==> src/rtl/mdu_div_iter.sv <==
// Iterative radix-2 restoring divider for RV32M DIV/DIVU/REM/REMU.
// Latency: XLEN busy cycles then a one-cycle done pulse; b==0 and signed overflow finish after one cycle.
// No backpressure: start is taken only in IDLE; the stall on busy|done blocks re-issue, kill aborts CALC.
module mdu_div_iter #(
   parameter int XLEN  = 32,
   parameter int TAG_W = 5,
   parameter int CNT_W = 5
) (
   input  logic             clk,
   input  logic             rst_n,
   input  logic             start,
   input  logic             kill,
   input  logic [1:0]       op,
   input  logic [XLEN-1:0]  a,
   input  logic [XLEN-1:0]  b,
   input  logic [TAG_W-1:0] rd_in,
   output logic             busy,
   output logic             done,
   output logic [XLEN-1:0]  result,
   output logic [TAG_W-1:0] rd_out
);

   typedef enum logic [1:0] {
      S_IDLE = 2'd0,
      S_CALC = 2'd1,
      S_DONE = 2'd2
   } state_e;

   localparam logic [XLEN-1:0]  MIN_NEG  = {1'b1, {(XLEN-1){1'b0}}};
   localparam logic [CNT_W-1:0] CNT_LAST = CNT_W'(XLEN - 1);

   state_e             state_q, state_d;
   logic               sel_rem_q, sel_rem_d;   // op[1]: remainder wanted
   logic               neg_quo_q, neg_quo_d;
   logic               neg_rem_q, neg_rem_d;
   logic [TAG_W-1:0]   rd_tag_q, rd_tag_d;
   logic [XLEN-1:0]    rem_q, rem_d;           // partial remainder
   logic [XLEN-1:0]    dvd_q, dvd_d;           // dividend, shifted out while quotient bits shift in
   logic [XLEN-1:0]    dvs_q, dvs_d;           // divisor magnitude
   logic [CNT_W-1:0]   cnt_q, cnt_d;
   logic [XLEN-1:0]    result_q, result_d;
   logic [TAG_W-1:0]   rd_out_q, rd_out_d;

   // Operand conditioning for launch
   logic               signed_op;
   logic               a_neg, b_neg;
   logic [XLEN-1:0]    a_mag, b_mag;
   logic               div_zero, sgn_ovf;

   // Datapath for one restoring step
   logic [XLEN:0]      shifted, diff;
   logic               ge;
   logic [XLEN-1:0]    rem_step, quo_step;
   logic [XLEN-1:0]    quo_fin, rem_fin;

   // Launch decode and the single restoring step, computed from current state
   always_comb begin
      signed_op = ~op[0];
      a_neg     = signed_op & a[XLEN-1];
      b_neg     = signed_op & b[XLEN-1];
      a_mag     = a_neg ? -a : a;
      b_mag     = b_neg ? -b : b;
      div_zero  = (b == '0);
      sgn_ovf   = signed_op && (a == MIN_NEG) && (b == '1);

      // The partial remainder is always below the divisor, so one extra
      // bit is enough to hold the shifted value and detect the borrow.
      shifted   = {rem_q, dvd_q[XLEN-1]};
      diff      = shifted - {1'b0, dvs_q};
      ge        = ~diff[XLEN];
      rem_step  = ge ? diff[XLEN-1:0] : shifted[XLEN-1:0];
      quo_step  = {dvd_q[XLEN-2:0], ge};
      quo_fin   = neg_quo_q ? -quo_step : quo_step;
      rem_fin   = neg_rem_q ? -rem_step : rem_step;
   end

   // Next-state logic for the FSM and all work registers
   always_comb begin
      state_d   = state_q;
      sel_rem_d = sel_rem_q;
      neg_quo_d = neg_quo_q;
      neg_rem_d = neg_rem_q;
      rd_tag_d  = rd_tag_q;
      rem_d     = rem_q;
      dvd_d     = dvd_q;
      dvs_d     = dvs_q;
      cnt_d     = cnt_q;
      result_d  = result_q;
      rd_out_d  = rd_out_q;

      unique case (state_q)
         S_IDLE: begin
            // kill beats start: a flushed instruction never launches
            if (start && !kill) begin
               if (div_zero) begin
                  result_d = op[1] ? a : '1;
                  rd_out_d = rd_in;
                  state_d  = S_DONE;
               end else if (sgn_ovf) begin
                  result_d = op[1] ? '0 : MIN_NEG;
                  rd_out_d = rd_in;
                  state_d  = S_DONE;
               end else begin
                  sel_rem_d = op[1];
                  neg_quo_d = a_neg ^ b_neg;
                  neg_rem_d = a_neg;
                  rd_tag_d  = rd_in;
                  dvd_d     = a_mag;
                  dvs_d     = b_mag;
                  rem_d     = '0;
                  cnt_d     = '0;
                  state_d   = S_CALC;
               end
            end
         end
         S_CALC: begin
            if (kill) begin
               // Abort leaves result/rd_out as they were
               state_d = S_IDLE;
            end else begin
               rem_d = rem_step;
               dvd_d = quo_step;
               cnt_d = cnt_q + 1'b1;
               if (cnt_q == CNT_LAST) begin
                  result_d = sel_rem_q ? rem_fin : quo_fin;
                  rd_out_d = rd_tag_q;
                  state_d  = S_DONE;
               end
            end
         end
         S_DONE: begin
            state_d = S_IDLE;
         end
         default: begin
            state_d = S_IDLE;
         end
      endcase
   end

   // State and datapath registers
   always_ff @(posedge clk or negedge rst_n) begin
      if (!rst_n) begin
         state_q   <= S_IDLE;
         sel_rem_q <= 1'b0;
         neg_quo_q <= 1'b0;
         neg_rem_q <= 1'b0;
         rd_tag_q  <= '0;
         rem_q     <= '0;
         dvd_q     <= '0;
         dvs_q     <= '0;
         cnt_q     <= '0;
         result_q  <= '0;
         rd_out_q  <= '0;
      end else begin
         state_q   <= state_d;
         sel_rem_q <= sel_rem_d;
         neg_quo_q <= neg_quo_d;
         neg_rem_q <= neg_rem_d;
         rd_tag_q  <= rd_tag_d;
         rem_q     <= rem_d;
         dvd_q     <= dvd_d;
         dvs_q     <= dvs_d;
         cnt_q     <= cnt_d;
         result_q  <= result_d;
         rd_out_q  <= rd_out_d;
      end
   end

   assign busy   = (state_q == S_CALC);
   assign done   = (state_q == S_DONE);
   assign result = result_q;
   assign rd_out = rd_out_q;

endmodule

==> config.mk <==
export PLATFORM = sky130hd
export DESIGN_NAME = mdu_div_iter
export DESIGN_NICKNAME = d
export VERILOG_FILES = /design/src/rtl/mdu_div_iter.sv
export SDC_FILE = /design/constraint.sdc
export NUM_CORES = 1
export LEC_CHECK = 0
export ABC_AREA = 1
export BUFFER_PORTS_ARGS = -buffer_cell sky130_fd_sc_hd__buf_2
export CAP_MARGIN = 25
export CELL_PAD_IN_SITES_DETAIL_PLACEMENT = 2
export CELL_PAD_IN_SITES_GLOBAL_PLACEMENT = 2
export CORE_MARGIN = 1.5
export CORE_UTILIZATION = 30
export CTS_CLUSTER_SIZE = 20
export DETAILED_ROUTE_END_ITERATION = 10
export HOLD_SLACK_MARGIN = 0.02
export PLACE_DENSITY_LB_ADDON = 0.1
export RECOVER_POWER = 25
export SETUP_SLACK_MARGIN = 0.1
export SLEW_MARGIN = 20
export SYNTH_ARGS = -nofsm -noshare
export SYNTH_HDL_FRONTEND = slang
export SYNTH_SLANG_ARGS = --single-unit
==> constraint.sdc <==
create_clock -name clk -period 3.7 [get_ports clk]
set_input_delay 0.37 -clock clk [delete_from_list [all_inputs] [get_ports clk]]
set_output_delay 0.37 -clock clk [all_outputs]
set_load 0.01 [all_outputs]
==> results of run 1 <==
-- flip-flops by register name, indices dropped and copies added, names as in the netlist --
register / cells
result: 32
sel_rem_q: 1
cnt_q: 5
rem_q: 32
state_q: 2
rd_out: 5
neg_quo_q: 1
neg_rem_q: 1
dvd_q: 32
rd_tag_q: 5
dvs_q: 32
-- through the flow --
step / power, mW / hold WS [ns] / TNS (ns)
final: 20.67 / 0.1063 / -0.4211
after global routing: 22.22 / 0.1043 / -3.794
after CTS: 19.05 / 0.07424 / 0
after detailed placement: 16.44 / 0.4631 / -1.835
after global placement: 15.82 / 0.4562 / -0.1944
after floorplan: 10.25 / 0.07441 / 0
-- per-layer routing --
| layer | global-route usage, % | vias to the layer above | routed length [µm] |
|---|---|---|---|
| met5 | 0 | - | 0 |
| met4 | 8.546 | 0 | 1605 |
| met3 | 3.995 | 79 | 1691 |
| met2 | 47.36 | 223 | 30620 |
| met1 | 36.95 | 7603 | 28830 |
| li1 | - | 7147 | - |
-- kinds of logic (layout without fill, tap and decap cells) --
logic type | Yosys count | count (layout) | synth area share, %
fa+ha+maj | 40 | 40 | 3.977
flops | 148 | 148 | 29.00
simple gates | 1084 | 1084 | 36.64
other cells | 0 | 1 | 0
compound gates | 339 | 339 | 14.70
buf+inv | 354 | 665 | 10.75
xor+xnor | 72 | 72 | 4.937
-- worst max-delay path, delay by kind of cell (launching register included) --
kind,cells,cell delay (ns)
AND/OR/NAND/NOR,18,2.00
AO/OA/AOI/OAI,5,0.71
buffers and inverters,3,0.24
adder cells (fa/ha/maj),2,0.36
flip-flops,1,0.41
-- cell usage in the layout (no fill, tap or decap), types with 4 or more instances in the layout --
master	Yosys	final
a21oi_1	97	91
a21oi_2	3	9
a22o_1	4	4
a31oi_1	15	14
buf_12	0	9
buf_2	8	112
buf_4	0	214
buf_6	3	8
clkbuf_16	0	19
clkinv_1	3	4
clkinv_2	0	4
dfrtp_1	148	148
ha_1	39	20
ha_4	0	17
inv_1	277	270
inv_2	7	13
nand2_1	618	590
nand2_2	23	41
nand2_4	8	17
nand3_1	147	135
nand3_2	1	10
nand3_4	2	5
nand3b_1	7	7
nand4_1	30	30
nor2_1	176	161
nor2_2	13	16
nor2_4	3	15
nor3_1	34	32
nor4_1	8	8
o211ai_1	8	8
o21ai_0	152	133
o21ai_1	7	15
o21ai_2	2	11
o21bai_1	5	5
o221ai_1	4	4
o22ai_1	28	28
xnor2_1	21	21
xor2_1	51	51
-- layout make-up --
type | instances | area [µm²]
fill | 5169 | 25030
multi-input combinational | 1535 | 8349
sequential | 148 | 3704
timing repair buffer | 347 | 2502
inverter | 287 | 1077
tap | 539 | 674.4
clock buffer | 19 | 452.9
clock inverter | 12 | 151.4
antenna | 1 | 2.502
-- final timing paths --
check | startpoint | to | slack [ns] | cells past startpoint
max in group asynchronous | rst_n | dvd_q[12]$_DFFE_PN0P_ | 1.02 | 3
worst min-delay path | rd_in[2] | rd_tag_q[2]$_DFFE_PN0P_ | 0.11 | 3
min in group asynchronous | rst_n | rem_q[25]$_DFFE_PN0P_ | 1.14 | 2
worst max register to register | dvs_q[19]$_DFFE_PN0P_ | result[30]$_DFFE_PN0P_ | -0.1 | 28
worst min register to register | result[10]$_DFFE_PN0P_ | result[10]$_DFFE_PN0P_ | 0.48 | 2
worst max-delay path | dvs_q[19]$_DFFE_PN0P_ | result[30]$_DFFE_PN0P_ | -0.1 | 28
-- power by group --
| part | total [mW] | switching, mW | leakage [nW] | internal (mW) |
|---|---|---|---|---|
| sequential | 2.86 | 0.576 | 1.86 | 2.28 |
| clock | 1.90 | 0.806 | 0.296 | 1.09 |
| combinational | 15.9 | 9.68 | 6.52 | 6.24 |
| total | 20.7 | 11.1 | 8.68 | 9.61 |
-- what timing repair did --
action / 4_1_cts / 5_1_grt
setup endpoints to repair: 25 / 26
pin swaps: 23 / 41
hold buffers: 1 / 0
buffers inserted: 12 / 20
gates resized for setup: 45 / 106
gates cloned: 0 / 1
endpoints found under the hold margin: 21 / 0
==> results.txt, run 1 <==
1st-iter DRT viols: 675
vias per cell: 5.212
Critical Path Fanout Max: 3
PwrDens: 1222 nW/µm²
Top cell by count, worst path: nand2_1
synthesized instance count: 2037
dpl hpwl: 47450 µm
asr flop ratio synth: 100.0%
final period utilization: 102.7%
count leader, synth: nand2_1
Fin. Hold Viols: 0
RSZ-0062 raised after global routing: yes
CP arrival: 4.22 ns
Final #Nets: 2451
Reg clk slew, reported paths: 0.07 ns
top-area cell type share of the netlist area: 29.00%
measured slew at the worst slew-check pin: 2.455 ns
Max Cap Viol: 1
P_leak: 8.675 nW
row cnt: 75
# IOs: 114
placed cell count: 2823
placement-stage cell area: 15380 µm²
Port-buffer cells: 113
Max H-tree Level: 4
Syn. warnings: 0
buffers from clock root to sink, at most: 2
drt drc: 0
failing checks: capacitance limit, slew limit, setup timing
Initial Utilization: 30.45%
gr usage total: 28.01%
Routed Antenna Nets: 0
slew margin rel.: -63.67%
Avg Cell Area, Syn: 6.270 µm²
post-synth cell types: 51
Final Non-Filler Cells: 2888
synth top area cells: dfrtp_1 (29%), nand2_1 (18%), inv_1 (8.1%), o21ai_0 (6.0%), nand3_1 (5.8%)
slowest stage cell, crit path: dfrtp_1
Worst setup SP type: flop
RePlAce Congestion: 0.9046
Final Util: 40.32%
CTS Root Cell: clkbuf_16
Die Y: 209.3 µm
min Tclk post-route: 3.799 ns
Worst-Skew Late Latency: 0.49 ns
critical path type: flop to flop
setup ws final: -0.09932 ns
gr ovfl total: 0
Peak VDD IR: 0.0005404 V
TritonCTS Buffers: 17
status: complete, but fails checks
Critical Path End Type: flop
initial antenna violation count: 4
final setup vio count: 7
number of synthesized flops with an enable pin: 0
global-route wire length before repair: 93160 µm
Die ar.: 43820 µm²
ys flop type: dfrtp_1
First-pass DRT Iterations: 5
via count of the first global-routing pass: 16020
FF+latch count, synth: 148
fraction of layout instances using a drive strength above 1: 23.38%
WP data required: 4.12 ns
worst slack, placed: -0.2642 ns
Core Box Area: 41950 µm²
synth cell count leaders: nand2_1 (618), inv_1 (277), nor2_1 (176), o21ai_0 (152), dfrtp_1 (148)
FMAX: 263.2 MHz
largest net degree at the start of global routing: 83
Die W: 209.3 µm
worst hold path class: input pin to flop
via count: 15050
Clock Sinks: 148
Synth area leader: dfrtp_1
CTS tree: done
Mapped Nets: 2152
post-synthesis cell area: 12770 µm²
share of the yosys chip area belonging to registers: 29.00%
clk_skew: 0.01305 ns
Post-Layout Inst Area: 16910 µm²
Routed WL: 62740 µm
P&R area growth vs syn: 32.43%
routed len/inst: 21.72 µm
Slew Viols, Final: 83
CP peak stage delay: 0.41 ns
Power figures use the tool's default switching activity.
==> run 2, diff against run 1 <==
Settings changed: CORE_MARGIN 1.5 to 2.
==> run 2 against run 1 <==
  * The run still ends with capacitance limit, slew limit, setup timing left
  * Non-clock buffer count is 16 lower
  * Routed wire length fell by 0.54%
  * Via count grew 0.14%
  * First-iteration DRC count increased by 2.4%
  * Sequential power about the same
  * Design area is 0.80% lower
  * Critical path depth shrank 2
  * Sequential cell count is the same
  * Die area is 0.96% higher
==> results.txt, run 2 (synthesized netlist as in run 1, its figures left out) <==
status: complete, but fails checks
failing checks: capacitance limit, slew limit, setup timing
Critical Path Fanout Max: 3
P&R area growth vs syn: 31.37%
fraction of layout instances using a drive strength above 1: 23.16%
most common cell after layout, fill and taps aside: nand2_1
final period utilization: 102.0%
CP arrival: 4.21 ns
Register-to-Register Path Depth: 26
r2r setup slk: -0.07 ns
min-delay src: rd_in[3]
1st-iter DRT viols: 691
Worst Setup EP: result[24]$_DFFE_PN0P_
Core Box Area: 41950 µm²
measured slew at the worst slew-check pin: 2.493 ns
worst hold path class: input pin to flop
Routed WL: 62400 µm
row cnt: 75
final setup vio count: 3
WP data required: 4.14 ns
initial antenna violation count: 5
Top cell by count, worst path: nand2_4
CP peak stage delay: 0.44 ns
slew margin rel.: -66.20%
min Tclk post-route: 3.773 ns
setup ws final: -0.07342 ns
RePlAce Congestion: 0.8719
P_leak: 8.649 nW
CTS tree: done
drt drc: 0
most frequent cells in the layout: nand2_1 (584), inv_1 (273), buf_4 (200), nor2_1 (154), dfrtp_1 (148)
via count of the first global-routing pass: 16200
Final #Nets: 2438
CTS Root Cell: clkbuf_16
Initial Utilization: 30.45%
slowest stage cell, crit path: dfrtp_1
Fin. Hold Viols: 0
largest net degree at the start of global routing: 83
TritonCTS Buffers: 17
Setup TNS Final: -0.08619 ns
FF-to-FF End: result[24]$_DFFE_PN0P_
Routed Antenna Nets: 0
Max Cap Viol: 1
CP Launch Point: rem_q[13]$_DFFE_PN0P_
RSZ-0062 raised after global routing: yes
worst slack, placed: -0.1780 ns
Worst-Skew Late Latency: 0.50 ns
via count: 15070
FMAX: 265.0 MHz
Port-buffer cells: 113
fill cell count: 5087
Final Util: 40.00%
gr usage total: 27.88%
critical path type: flop to flop
Critical Path End Type: flop
Die Y: 210.3 µm
Worst setup SP type: flop
Slew Viols, Final: 83
Die W: 210.3 µm
routed len/inst: 21.70 µm
gr ovfl total: 0
Max H-tree Level: 4
Reg clk slew, reported paths: 0.07 ns
Clock Sinks: 148
buffers from clock root to sink, at most: 2
dpl hpwl: 47600 µm
Die ar.: 44240 µm²
global-route wire length before repair: 93230 µm
Peak VDD IR: 0.0006944 V
vias per cell: 5.241
clk_skew: 0.01319 ns
worst r2r src: rem_q[13]$_DFFE_PN0P_
First-pass DRT Iterations: 5
# IOs: 114
PwrDens: 1222 nW/µm²
==> run 2: cell types whose count changed in the layout (fill, tap and decap cells not counted), moves of 5 or more <==
cell     change
ha_4        -12
buf_12       -5
nor2_4       +6
nand3_1      -7
ha_1        +14
nand2_1      -6
nand3_2      +7
buf_4       -14
nand2_4      +5
nor2_1       -7
==> run 2: critical path, delay by kind of cell, from the launching register on <==
kind / cells / cell delay [ns]
buf+inv: 3 / 0.44
compound gates: 3 / 0.37
fa+ha+maj: 2 / 0.49
flops: 1 / 0.44
simple gates: 18 / 1.96
==> run 2: power by group <==
part	switching [mW]	internal [mW]	leakage, nW	total (mW)
Clock	0.841	1.10	0.301	1.94
Sequential	0.542	2.28	1.86	2.83
Combinational	9.90	5.83	6.49	15.7
Total	11.3	9.22	8.65	20.5
==> run 2: through the flow <==
step	instances	hold slack, ns	total power [mW]	cell area (µm²)
6_report	2876	0.09004	20.51	16780
5_1_grt	2875	0.08916	22.04	16780
4_1_cts	2851	0.05721	18.55	16120
3_5_place_dp	2811	0.4633	15.98	15240
3_3_place_gp	2811	0.4572	15.39	15240
2_1_floorplan	2037	0.07441	10.25	12820
==> run 2: worst min path at each step <==
stage | endpoint | slack [ns] | cells after the start
2_1_floorplan | cnt_q[0]$_DFFE_PN0P_ | 0.07 | 0
3_3_place_gp | rd_tag_q[4]$_DFFE_PN0P_ | 0.46 | 2
3_5_place_dp | rd_tag_q[3]$_DFFE_PN0P_ | 0.46 | 2
4_1_cts | rd_tag_q[3]$_DFFE_PN0P_ | 0.06 | 3
5_1_grt | rd_tag_q[2]$_DFFE_PN0P_ | 0.09 | 3
6_report | rd_tag_q[3]$_DFFE_PN0P_ | 0.09 | 3
==> run 2: repair_timing <==
item / CTS / global route
setup buffers: 7 / 20
hold buffers: 1 / 0
pin swaps: 13 / 26
endpoints found under the hold margin: 41 / 0
setup endpoints to repair: 26 / 26
resized for setup: 47 / 125
gates cloned: 0 / 3
==> run 2: cell type report <==
class                      count  area [µm²]  share of cell area (%)
tap                          539       674.4                   4.019
inverter                     287        1077                   6.421
multi-input combinational   1538        8376                   49.92
sequential                   148        3704                   22.07
timing repair buffer         331        2321                   13.83
antenna                        1       2.502                 0.01491
clock inverter                13       171.4                   1.022
clock buffer                  19       452.9                   2.699
==> run 2: layer usage <==
layer  global-route usage (%)  wire length, µm  part of all wire, %  vias up
li1                         -                -                    -     7133
met1                    36.71            28460                   46     7609
met2                    47.21            30290                   49      248
met3                    3.471             1894                  3.0       83
met4                    9.513             1757                  2.8        0
met5                        0                0                    0        -
==> run 3, diff against run 2 <==
Settings changed: CAP_MARGIN 25 to 20, CORE_UTILIZATION 30 to 33.
Clock period 3.7 ns to 3.74 ns, I/O delays scaled along.
==> run 3 against run 2 <==
  * The flow still finishes with violations (capacitance limit, slew limit, setup timing)
  * Critical path depth up 1
  * Hold slack better by 0.027 ns
  * Maximum frequency down 3.5%
  * Clock-buffer cell count down 2
  * Sequential power about the same
  * Combinational power down 4%
  * Core utilization up 2.4 points
  * Global-route usage up 2.3 points
  * Die area down 8.9%
  * Design area down 2.8%
  * Worst setup slack worse by 0.096 ns
  * First-iteration DRC count up 22%
  * Critical path type unchanged
  * Critical endpoint is now result[26]$_DFFE_PN0P_
  * Highest routed layer is now met5
==> results.txt, run 3 (synthesized netlist as in run 1, its figures left out) <==
min Tclk post-route: 3.910 ns
CTS tree: done
failing checks: capacitance limit, slew limit, setup timing
CTS Root Cell: clkbuf_16
Fin. Hold Viols: 0
hold depth: 3
Flop pwr share: 14.4%
P_leak: 8.384 nW
WHS Endpoint: rd_tag_q[3]$_DFFE_PN0P_
Power Internal: 8.651 mW
clk_skew: 0.01746 ns
Final #Nets: 2390
FMAX: 255.8 MHz
First-pass DRT Iterations: 5
Clk network pwr share: 9.4%
Slew Viols, Final: 33
Initial Utilization: 33.20%
RSZ-0062 raised after global routing: yes
1st-iter DRT viols: 840
min-delay src: rd_in[3]
gr usage total: 30.23%
Die ar.: 40290 µm²
row cnt: 72
largest net degree at the start of global routing: 85
Worst setup SP type: flop
Setup TNS Final: -1.644 ns
dpl hpwl: 46270 µm
Routed WL: 65120 µm
Sw Share: 56.35%
gr ovfl total: 0
Register-to-Register Path Depth: 27
most common cell after layout, fill and taps aside: nand2_1
Peak VDD IR: 0.0007887 V
Reg clk slew, reported paths: 0.08 ns
Post-Layout Inst Area: 16310 µm²
combinational cell fraction of total power: 76.2%
slew margin rel.: -43.45%
measured slew at the worst slew-check pin: 2.152 ns
final setup vio count: 23
WP data required: 4.14 ns
P&R area growth vs syn: 27.71%
routed len/inst: 23.20 µm
placed cell count: 2740
global-route wire length before repair: 94390 µm
# IOs: 114
initial antenna violation count: 5
Max Cap Viol: 1
buffers from clock root to sink, at most: 2
fill cell count: 4719
Die W: 200.7 µm
fraction of layout instances using a drive strength above 1: 20.98%
worst r2r src: rem_q[11]$_DFFE_PN0P_
Routed Antenna Nets: 0
CP arrival: 4.31 ns
final period utilization: 104.5%
Clock Sinks: 148
via count: 15210
status: complete, but fails checks
setup ws final: -0.1696 ns
Final Non-Filler Cells: 2807
worst hold path class: input pin to flop
Max H-tree Level: 4
TritonCTS Buffers: 17
Die Y: 200.7 µm
sw power: 11.17 mW
vias per cell: 5.418
PwrDens: 1215 nW/µm²
r2r setup slk: -0.17 ns
RePlAce Congestion: 0.8933
placement-stage cell area: 14870 µm²
Critical Path Fanout Max: 8
most frequent cells in the layout: nand2_1 (588), inv_1 (271), nor2_1 (161), buf_4 (154), dfrtp_1 (146)
FF-to-FF End: result[26]$_DFFE_PN0P_
drt drc: 0
Core Box Area: 38470 µm²
Worst-Skew Late Latency: 0.47 ns
critical path type: flop to flop
Critical Path End Type: flop
via count of the first global-routing pass: 16220
Port-buffer cells: 113
run 3: cell types whose count changed in the layout (fill, tap and decap cells not counted), moves of 6 or more:
cell / delta
buf_4: -46
o21ai_2: -8
nand2_2: -7
nor2_1: +7
o21ai_1: +7
nor2_2: -6
run 3: how the worst max path moves through the flow:
stage | startpoint | endpoint | depth (start not counted)
6_report | rem_q[11]$_DFFE_PN0P_ | result[26]$_DFFE_PN0P_ | 27
5_1_grt | rem_q[11]$_DFFE_PN0P_ | result[28]$_DFFE_PN0P_ | 25
4_1_cts | dvd_q[31]$_DFFE_PN0P_ | result[28]$_DFFE_PN0P_ | 27
3_5_place_dp | dvd_q[31]$_DFFE_PN0P_ | result[16]$_DFFE_PN0P_ | 26
3_3_place_gp | dvd_q[31]$_DFFE_PN0P_ | result[30]$_DFFE_PN0P_ | 30
2_1_floorplan | dvd_q[31]$_DFFE_PN0P_ | result[30]$_DFFE_PN0P_ | 31
run 3: per-layer routing:
metal / track usage, % / share of wire [%] / vias up
met5: 0 / 0.017 / -
met2: 51.29 / 49 / 346
met1: 39.53 / 44 / 7730
met3: 4.221 / 3.8 / 105
met4: 10.16 / 3.5 / 2
li1: - / - / 7024
run 3: per-stage QoR:
step           utilization, %  power (mW)  hold WS (ns)  worst slack (ns)
2_1_floorplan               -       10.13       0.07841           0.08573
3_3_place_gp            38.64       14.70        0.2936          0.008242
3_5_place_dp            38.64       15.33        0.2992           -0.1712
4_1_cts                 40.76       17.55        0.1105           0.05780
5_1_grt                 42.40       21.18        0.1410           -0.3678
6_report                42.41       19.82        0.1170           -0.1696
run 3: repair_timing:
action / in CTS / in global routing
endpoints found under the setup margin: 18 / 26
setup buffers: 11 / 19
pin swaps: 16 / 35
gates resized for setup: 33 / 124
cloned: 0 / 2
hold endpoints to repair: 31 / 0
hold buffers: 1 / 0
run 3: layout make-up:
cell class                 count  area [µm²]  area share (%)
multi-input combinational   1536        8273           50.72
inverter                     287        1080           6.620
tap                          518       648.1           3.973
clock buffer                  17       425.4           2.608
sequential                   148        3706           22.72
clock inverter                15       168.9           1.036
antenna                        1       2.502         0.01534
timing repair buffer         285        2008           12.31
run 3: power by group through the flow:
| stage | sequential (mW) | combinational [mW] | clock [mW] |
|---|---|---|---|
| 2_1_floorplan | 2.74 | 7.40 | 0 |
| 3_3_place_gp | 2.76 | 11.9 | 0 |
| 3_5_place_dp | 2.80 | 12.5 | 0 |
| 4_1_cts | 2.80 | 12.9 | 1.89 |
| 5_1_grt | 2.93 | 16.3 | 1.96 |
| 6_report | 2.85 | 15.1 | 1.87 |
run 3: worst max-delay path, stage by stage (launching register included):
cell     delay [ns]
dfrtp_1        0.43
ha_1           0.37
nand2_1        0.13
nor2_4         0.16
inv_2          0.08
nor2_4         0.17
nand2_2        0.10
nand2_4        0.09
nand2_4        0.08
buf_4          0.15
buf_4          0.14
nand3_4        0.11
nand2_8        0.13
o21ai_4        0.20
ha_2           0.23
nand2_2        0.09
nor2_4         0.14
inv_2          0.07
nor2_4         0.14
nand2_2        0.09
nand2_4        0.11
buf_12         0.12
nand3_1        0.07
nand2_1        0.07
nand3_1        0.13
nand2_1        0.12
nand2_1        0.05
nand2_1        0.05
